**src/rtl/prime_nearest_bcd.sv**
```systemverilog
// Picks the prime nearest to the requested intake and converts it to packed BCD
// with a sequential double-dabble. Optional feature macro: PRIME_GAP_EN (exports up-low gap).
module prime_nearest_bcd #(
    parameter int W      = 14,
    parameter int DIGITS = 4
) (
    input  logic                clk,
    input  logic                reset,
    input  logic                in_valid,
    input  logic [W-1:0]        intake,
    input  logic [W-1:0]        up_prime,
    input  logic [W-1:0]        low_prime,
    input  logic                out_ready,
    output logic                out_valid,
    output logic [W-1:0]        near_bin,
    output logic [4*DIGITS-1:0] near_bcd,
    output logic                tie,
    output logic                err,
    output logic                overrun,
    output logic [W-1:0]        gap
);

    localparam int BCD_W = 4 * DIGITS;
    localparam int SR_W  = BCD_W + W;
    localparam int CNT_W = $clog2(W + 1);

    typedef enum logic [1:0] {
        S_IDLE,
        S_SELECT,
        S_CONVERT,
        S_HOLD
    } state_t;

    state_t             state_q, state_d;
    logic               in_valid_q;
    logic [W-1:0]       intake_q, intake_d;
    logic [W-1:0]       up_q, up_d;
    logic [W-1:0]       low_q, low_d;
    logic [W-1:0]       near_sel_q, near_sel_d;
    logic               tie_sel_q, tie_sel_d;
    logic               err_sel_q, err_sel_d;
    logic [SR_W-1:0]    shift_q, shift_d;
    logic [CNT_W-1:0]   cnt_q, cnt_d;
    logic               out_valid_q, out_valid_d;
    logic [W-1:0]       near_bin_q, near_bin_d;
    logic [BCD_W-1:0]   near_bcd_q, near_bcd_d;
    logic               tie_q, tie_d;
    logic               err_q, err_d;
    logic               overrun_q, overrun_d;
`ifdef PRIME_GAP_EN
    logic [W-1:0]       gap_sel_q, gap_sel_d;
    logic [W-1:0]       gap_q, gap_d;
`endif

    logic               cap;
    logic [W-1:0]       du, dl;
    logic               sel_err;
    logic               sel_tie;
    logic [W-1:0]       sel_near;
    logic [SR_W-1:0]    sr_shift;
    logic               last_iter;

    assign cap = in_valid & ~in_valid_q;

    // Distances are only meaningful when the inputs are consistent; err masks them.
    assign du       = up_q - intake_q;
    assign dl       = intake_q - low_q;
    assign sel_err  = (up_q <= intake_q) || (low_q >= intake_q);
    assign sel_tie  = !sel_err && (du == dl);
    assign sel_near = sel_err ? '0 : ((du < dl) ? up_q : low_q);

    assign last_iter = (cnt_q == CNT_W'(W - 1));

    // One double-dabble step: add 3 to each nibble >= 5, then shift left by one.
    assign sr_shift[0]   = 1'b0;
    assign sr_shift[W:1] = shift_q[W-1:0];

    for (genvar gi = 0; gi < DIGITS; gi++) begin : g_dabble
        logic [3:0] nib;
        assign nib = shift_q[W+4*gi +: 4];
        if (gi == DIGITS - 1) begin : g_top
            // The carry out of the top digit falls off the register; only 3 bits survive.
            assign sr_shift[SR_W-1 -: 3] = (nib >= 4'd5) ? 3'(nib[2:0] + 3'd3) : nib[2:0];
        end else begin : g_mid
            assign sr_shift[W+1+4*gi +: 4] = (nib >= 4'd5) ? (nib + 4'd3) : nib;
        end
    end

    always_comb begin
        state_d     = state_q;
        intake_d    = intake_q;
        up_d        = up_q;
        low_d       = low_q;
        near_sel_d  = near_sel_q;
        tie_sel_d   = tie_sel_q;
        err_sel_d   = err_sel_q;
        shift_d     = shift_q;
        cnt_d       = cnt_q;
        out_valid_d = out_valid_q;
        near_bin_d  = near_bin_q;
        near_bcd_d  = near_bcd_q;
        tie_d       = tie_q;
        err_d       = err_q;
        overrun_d   = overrun_q;
`ifdef PRIME_GAP_EN
        gap_sel_d   = gap_sel_q;
        gap_d       = gap_q;
`endif

        case (state_q)
            S_IDLE: begin
                if (cap) begin
                    intake_d  = intake;
                    up_d      = up_prime;
                    low_d     = low_prime;
                    overrun_d = 1'b0;
                    state_d   = S_SELECT;
                end
            end
            S_SELECT: begin
                near_sel_d = sel_near;
                tie_sel_d  = sel_tie;
                err_sel_d  = sel_err;
                shift_d    = {{BCD_W{1'b0}}, sel_near};
                cnt_d      = '0;
`ifdef PRIME_GAP_EN
                gap_sel_d  = sel_err ? '0 : (up_q - low_q);
`endif
                state_d    = S_CONVERT;
            end
            S_CONVERT: begin
                shift_d = sr_shift;
                cnt_d   = cnt_q + CNT_W'(1);
                if (last_iter) begin
                    near_bcd_d  = sr_shift[SR_W-1 -: BCD_W];
                    near_bin_d  = near_sel_q;
                    tie_d       = tie_sel_q;
                    err_d       = err_sel_q;
                    out_valid_d = 1'b1;
`ifdef PRIME_GAP_EN
                    gap_d       = gap_sel_q;
`endif
                    state_d     = S_HOLD;
                end
            end
            S_HOLD: begin
                if (out_ready) begin
                    out_valid_d = 1'b0;
                    state_d     = S_IDLE;
                end
            end
            default: state_d = S_IDLE;
        endcase

        // A new search finishing while we are still busy is dropped but remembered.
        if (cap && (state_q != S_IDLE)) begin
            overrun_d = 1'b1;
        end
    end

    always_ff @(posedge clk or posedge reset) begin
        if (reset) begin
            state_q     <= S_IDLE;
            in_valid_q  <= 1'b0;
            intake_q    <= '0;
            up_q        <= '0;
            low_q       <= '0;
            near_sel_q  <= '0;
            tie_sel_q   <= 1'b0;
            err_sel_q   <= 1'b0;
            shift_q     <= '0;
            cnt_q       <= '0;
            out_valid_q <= 1'b0;
            near_bin_q  <= '0;
            near_bcd_q  <= '0;
            tie_q       <= 1'b0;
            err_q       <= 1'b0;
            overrun_q   <= 1'b0;
`ifdef PRIME_GAP_EN
            gap_sel_q   <= '0;
            gap_q       <= '0;
`endif
        end else begin
            state_q     <= state_d;
            in_valid_q  <= in_valid;
            intake_q    <= intake_d;
            up_q        <= up_d;
            low_q       <= low_d;
            near_sel_q  <= near_sel_d;
            tie_sel_q   <= tie_sel_d;
            err_sel_q   <= err_sel_d;
            shift_q     <= shift_d;
            cnt_q       <= cnt_d;
            out_valid_q <= out_valid_d;
            near_bin_q  <= near_bin_d;
            near_bcd_q  <= near_bcd_d;
            tie_q       <= tie_d;
            err_q       <= err_d;
            overrun_q   <= overrun_d;
`ifdef PRIME_GAP_EN
            gap_sel_q   <= gap_sel_d;
            gap_q       <= gap_d;
`endif
        end
    end

    assign out_valid = out_valid_q;
    assign near_bin  = near_bin_q;
    assign near_bcd  = near_bcd_q;
    assign tie       = tie_q;
    assign err       = err_q;
    assign overrun   = overrun_q;
`ifdef PRIME_GAP_EN
    assign gap       = gap_q;
`else
    assign gap       = '0;
`endif

endmodule

```
**config.mk**
```make
export PLATFORM = sky130hd
export DESIGN_NAME = prime_nearest_bcd
export DESIGN_NICKNAME = d
export VERILOG_FILES = /design/src/rtl/prime_nearest_bcd.sv
export SDC_FILE = /design/constraint.sdc
export NUM_CORES = 1
export LEC_CHECK = 0
export ABC_AREA = 0
export CELL_PAD_IN_SITES_DETAIL_PLACEMENT = 2
export CELL_PAD_IN_SITES_GLOBAL_PLACEMENT = 2
export CORE_MARGIN = 5
export CORE_UTILIZATION = 25
export DETAILED_ROUTE_END_ITERATION = 7
export GPL_ROUTABILITY_DRIVEN = 0
export HOLD_SLACK_MARGIN = 0.15
export PLACE_DENSITY = 0.64
export SYNTH_ARGS = -nofsm -noshare
export SYNTH_HDL_FRONTEND = slang
export SYNTH_SLANG_ARGS = --single-unit
```
**constraint.sdc**
```tcl
create_clock -name clk -period 4.4 [get_ports clk]
set_clock_uncertainty 0.1 [all_clocks]
set_input_delay 1.1 -clock clk [delete_from_list [all_inputs] [get_ports clk]]
set_output_delay 1.1 -clock clk [all_outputs]
set_load 0.1 [all_outputs]
```
== Word level (Yosys, flattened, before mapping) ==
Cells that the tools add are included.
Operators by class
  add/subtract/negate cells: 7
  order comparisons: 7
  equality and inequality tests: 8
  multiplexer cells: 18
  bitwise gates (word level): 2
  reductions and logical operators: 15
Operators with widths (count)
  $pmux 30 s2: 1
  $mux 14: 2
  $sub 14x14->14: 2
  $ge 4x3->1 const B: 4
  $eq 14x14->1: 1
  $ge 14x14->1: 1
  $le 14x14->1: 1
  $lt 14x14->1: 1
  $add 4x2->4 const B: 3
  $mux 4: 3
  $reduce_bool 2->1: 5
  $pmux 2 s4: 1
  $pmux 4 s2: 1
  $mux 2: 3
  $ne 2x2->1 const B: 3
  $reduce_and 2->1: 3
  $reduce_and 3->1: 2
  $mux 1: 5
  $add 4x1->4 const B: 1
  $eq 2x2->1 const B: 2
  $eq 4x4->1 const B: 1
  $add 3x2->3 const B: 1
  $mux 3: 1
  $eq 2x1->1 const B: 1
  7 further kinds: 8
Word-level totals
  register bits: 129
  output and inout port bits: 48

== Depth between registers and ports, before layout ==
  word-level depth: 5
  depth in mapped cells: 17
  mapped depth without buffers: 16

== Least setup slack after synthesis ==
Ideal clock, no wire load.
  path kind: register -> register
  from: register low_q[0]
  to: register near_sel_q[1]
  arrival: 3.382 ns
  required time: 4.205 ns
  setup slack: 0.823 ns
  stages on the path, launching flop included: 16
  buffers on the path: 1
  clock period less this slack: 3.577 ns
  cell sequence: dfrtp_1 ha_1 fa_1 nand2b_1 a211oi_1 a211oi_1 o21ai_0 a221oi_1 xor2_1 ha_1 nand4_1 nor3_1 a211oi_4 buf_8 mux2i_1 o31ai_1
On the way
  cells in the longest elaborated chain, start to end: 4
  elaborated cells on any way between the ends: 6
Ends and longest elaborated chain
  start, declared: RTL line 38  | logic [W-1:0] low_q, low_d;
  start signal, assigned: RTL line 188  | low_q <= low_d;
  $sub 14x14->14: RTL line 67  | assign dl = intake_q - low_q;
  $lt 14x14->1: RTL line 70  | assign sel_near = sel_err ? '0 : ((du < dl) ? up_q : low_q);
  $mux 14: RTL line 70
  $mux 14 (*): RTL line 70
  end signal, assigned: RTL line 189  | near_sel_q <= near_sel_d;
  end, declared: RTL line 39  | logic [W-1:0] near_sel_q, near_sel_d;
Every way passes the cells marked *; elsewhere a longest branch is shown, timed or not.
A chain may end at the register's enable or synchronous reset.

== Worst setup path after layout ==
  from: register intake_q[1]
  to: register near_sel_q[10]
On the way
  cells in the longest elaborated chain, start to end: 4
  elaborated cells on any way between the ends: 8
Ends and longest elaborated chain
  start, declared: RTL line 36  | logic [W-1:0] intake_q, intake_d;
  start signal, assigned: RTL line 186  | intake_q <= intake_d;
  $sub 14x14->14, on equally long branches: RTL line 66, 67
  $lt 14x14->1: RTL line 70
  $mux 14: RTL line 70
  $mux 14 (*): RTL line 70
Marks and branches as above.

==> impl_results.md <==
* Synth area leaders: dfrtp_1, mux2_2, ha_1
* Largest area contributor in the netlist: dfrtp_1
* Crit-path max FO at 14
* RR Endpoint: near_sel_q[10]
* Crit path DAT at 4.30 ns
* Compound-cell area share of the yosys netlist at 0.152
* Number of hold violations in the final report at 0
* Fillers at 3146
* TritonCTS Buffers at 17
* Combinational family with the most area after synthesis: compound AO/OA/AOI/OAI gates
* Fin. max-slew vios at 0
* Rel. slew slack at 0.334
* Startpoint class of the critical path: register
* Seq cells post-synth at 129
* Synth Flop Type: dfrtp_1
* Nets at 887
* Min-delay worst type: register to register
* Worst reg2reg path startpoint: intake_q[1]
* Post-synthesis simple-gate area fraction at 0.0875
* Hold path cells at 2
* Seq/Total Area, Yosys at 0.443
* DIE HEIGHT at 181 um
* Clock Latency Late Sink at 0.42 ns
* Largest net degree at the start of global routing at 54
* Routed vias/inst at 4.61
* Synthesized cell area at 7280 um2
* Xor and xnor area share after synthesis at 0.0337
* DPL Wire Length at 15400 um
* Mux cell area share after synthesis at 0.124
* Clk slew on worst S/H paths at 0.06 ns
* Diode count at 0
* Adder-cell share of the synthesized area at 0.100
* Total of max-cap violations at 0
* Post-synth ARST share at 1.00
* Number of remaining DRC errors at 0
* ANT nets after route at 0
* Placeable Area at 28700 um2
* Clk buf depth at 2
* Hold path endpoint: near_bcd[11]
* Sinks on Clock Net at 129
* PortBufs at 79
* Grt total ovfl at 0
* Area grow syn2layout at 25.5%
* First-pass GRT wire length at 33500 um
* Drt initial violations at 160
* Post-Syn Area per Cell at 10.4 um2
* WS Path Type: register to register
* Die area at 32600 um2
* Final Cycle Share at 0.938
* Number of enable flip-flop cells after synthesis at 0
* Period minus WS final at 4.13 ns
* Critical path required time at 4.57 ns
* Final wirelength at 20300 um
* Vias in the first global route at 6182
* Fmax at 242 MHz
* Setup TNS at 0 ns
* RSZ-0062 raised after global routing: no
* Post-synthesis cell count at 701
* Share of cells above drive strength 1 at 0.148
* Die width at 181 um
* Cell row count at 62
* Count of different cell masters after synthesis at 49
* CTS Hold Buffers Added at 0
* Root Driver: clkbuf_16
* Most common cell after layout, fill and taps aside: dfrtp_1
* CTS tree: done
* Initial Util at 0.254
* First-pass DRT Iterations at 4
* Critical Path End Type: register
* Vias at 5436
* Htree depth at 4
* Most frequent cells in the layout: dfrtp_1, clkdlybuf4s50_1, mux2_2
* Top Ports at 94
* Worst-Margin Slew at 0.996 ns
* Syn. warnings at 0
* Reg2reg path depth at 17
* Hold Crit Start: near_bcd[11]
* WL/cell at 17.2 um
* Final setup violation count at 0
* Tot GR Track Use at 0.127
* Worst R2R Setup Slack at 0.27 ns
* Initial antenna violation count at 0
* Status: completed
* Synth top area share at 0.443
[layer usage]
metal	wire length, um	GRT usage	vias up
met2	10300	0.223	60
met1	9290	0.161	2753
met3	535	0.0297	9
met5	0	0	-
li1	-	-	2614
met4	126	0.0209	0
[final cells by class]
class                      instances  area (um2)  share of cell area
sequential                       129        3230               0.353
inverter                          57         218              0.0238
multi-input combinational        489        3710               0.406
clock inverter                    14         180              0.0197
clock buffer                      17         425              0.0466
tap                              384         480              0.0526
timing repair buffer              90         898              0.0983
[critical path, stage by stage, from the launching register on]
cell,delay [ns]
dfrtp_1,0.43
inv_1,0.10
ha_1,0.33
nor2b_1,0.14
o21ai_0,0.26
a21boi_0,0.16
buf_4,0.17
o211ai_1,0.36
a21oi_1,0.14
xor2_1,0.18
ha_1,0.31
a21oi_1,0.16
o21a_1,0.15
nor2_1,0.06
a211oi_4,0.19
buf_4,0.31
mux2i_1,0.32
o31ai_1,0.10
[repair_timing]
| action | 4_1_cts | 5_1_grt |
|---|---|---|
| setup buffers | 0 | 0 |
| resized for setup | 0 | 3 |
| setup endpoints to repair | 0 | 28 |
[logic make-up after synthesis]
logic type	after synthesis
AND/OR/NAND/NOR	134
flip-flops	129
multiplexers	82
adder cells (fa/ha/maj)	57
other	1
AO/OA/AOI/OAI	174
buffers and inverters	96
XOR/XNOR	28
[stage by stage]
stage	instance area (um2)	hold WS, ns	instances	setup WS, ns	util
after floorplan	7330	0.345	714	0.823	-
after global placement	8520	0.363	1149	0.408	0.297
after detailed placement	8520	0.371	1149	0.220	0.297
after CTS	9120	0.384	1180	0.192	0.318
after global routing	9140	0.401	1180	0.0233	0.318
final	9140	0.377	1180	0.271	0.318
[cell usage after synthesis (all sizes together) (2+ instances only)]
| cell type | count |
|---|---|
| o22ai | 16 |
| clkbuf | 21 |
| fa | 2 |
| nor3b | 2 |
| xnor2 | 19 |
| a21oi | 42 |
| o211ai | 2 |
| inv | 57 |
| mux2 | 67 |
| o21a | 6 |
| mux2i | 15 |
| a21boi | 2 |
| nand4 | 9 |
| o21ai | 39 |
| nand3 | 3 |
| nand2 | 57 |
| nand2b | 12 |
| a211oi | 5 |
| o31ai | 29 |
| nor2 | 20 |
| ha | 55 |
| and2 | 2 |
| nor3 | 8 |
| xor2 | 9 |
| a31oi | 10 |
| nor2b | 17 |
| a21o | 10 |
| nand3b | 2 |
| dfrtp | 129 |
| o21bai | 4 |
| buf | 18 |
[registers in the layout, summed over array words and instances (netlist names)]
register / cells
cnt_q: 4
err: 1
err_sel_q: 1
in_valid_q: 1
intake_q: 14
low_q: 14
near_bcd: 16
near_bin: 14
near_sel_q: 14
out_valid: 1
overrun: 1
shift_q: 30
state_q: 2
tie: 1
tie_sel_q: 1
up_q: 14
[worst max-delay path by stage]
stage / end / cells past startpoint / from
after floorplan: near_sel_q[1] / 15 / low_q[0]
after global placement: shift_q[0] / 16 / up_q[0]
after detailed placement: near_sel_q[10] / 16 / intake_q[0]
after CTS: near_sel_q[13] / 16 / intake_q[0]
after global routing: near_sel_q[10] / 16 / intake_q[0]
final: near_sel_q[10] / 17 / intake_q[1]
Power is left out: the tool's default activity adds up to more than one toggle a clock period on the data nets, which glitch-free logic cannot reach.
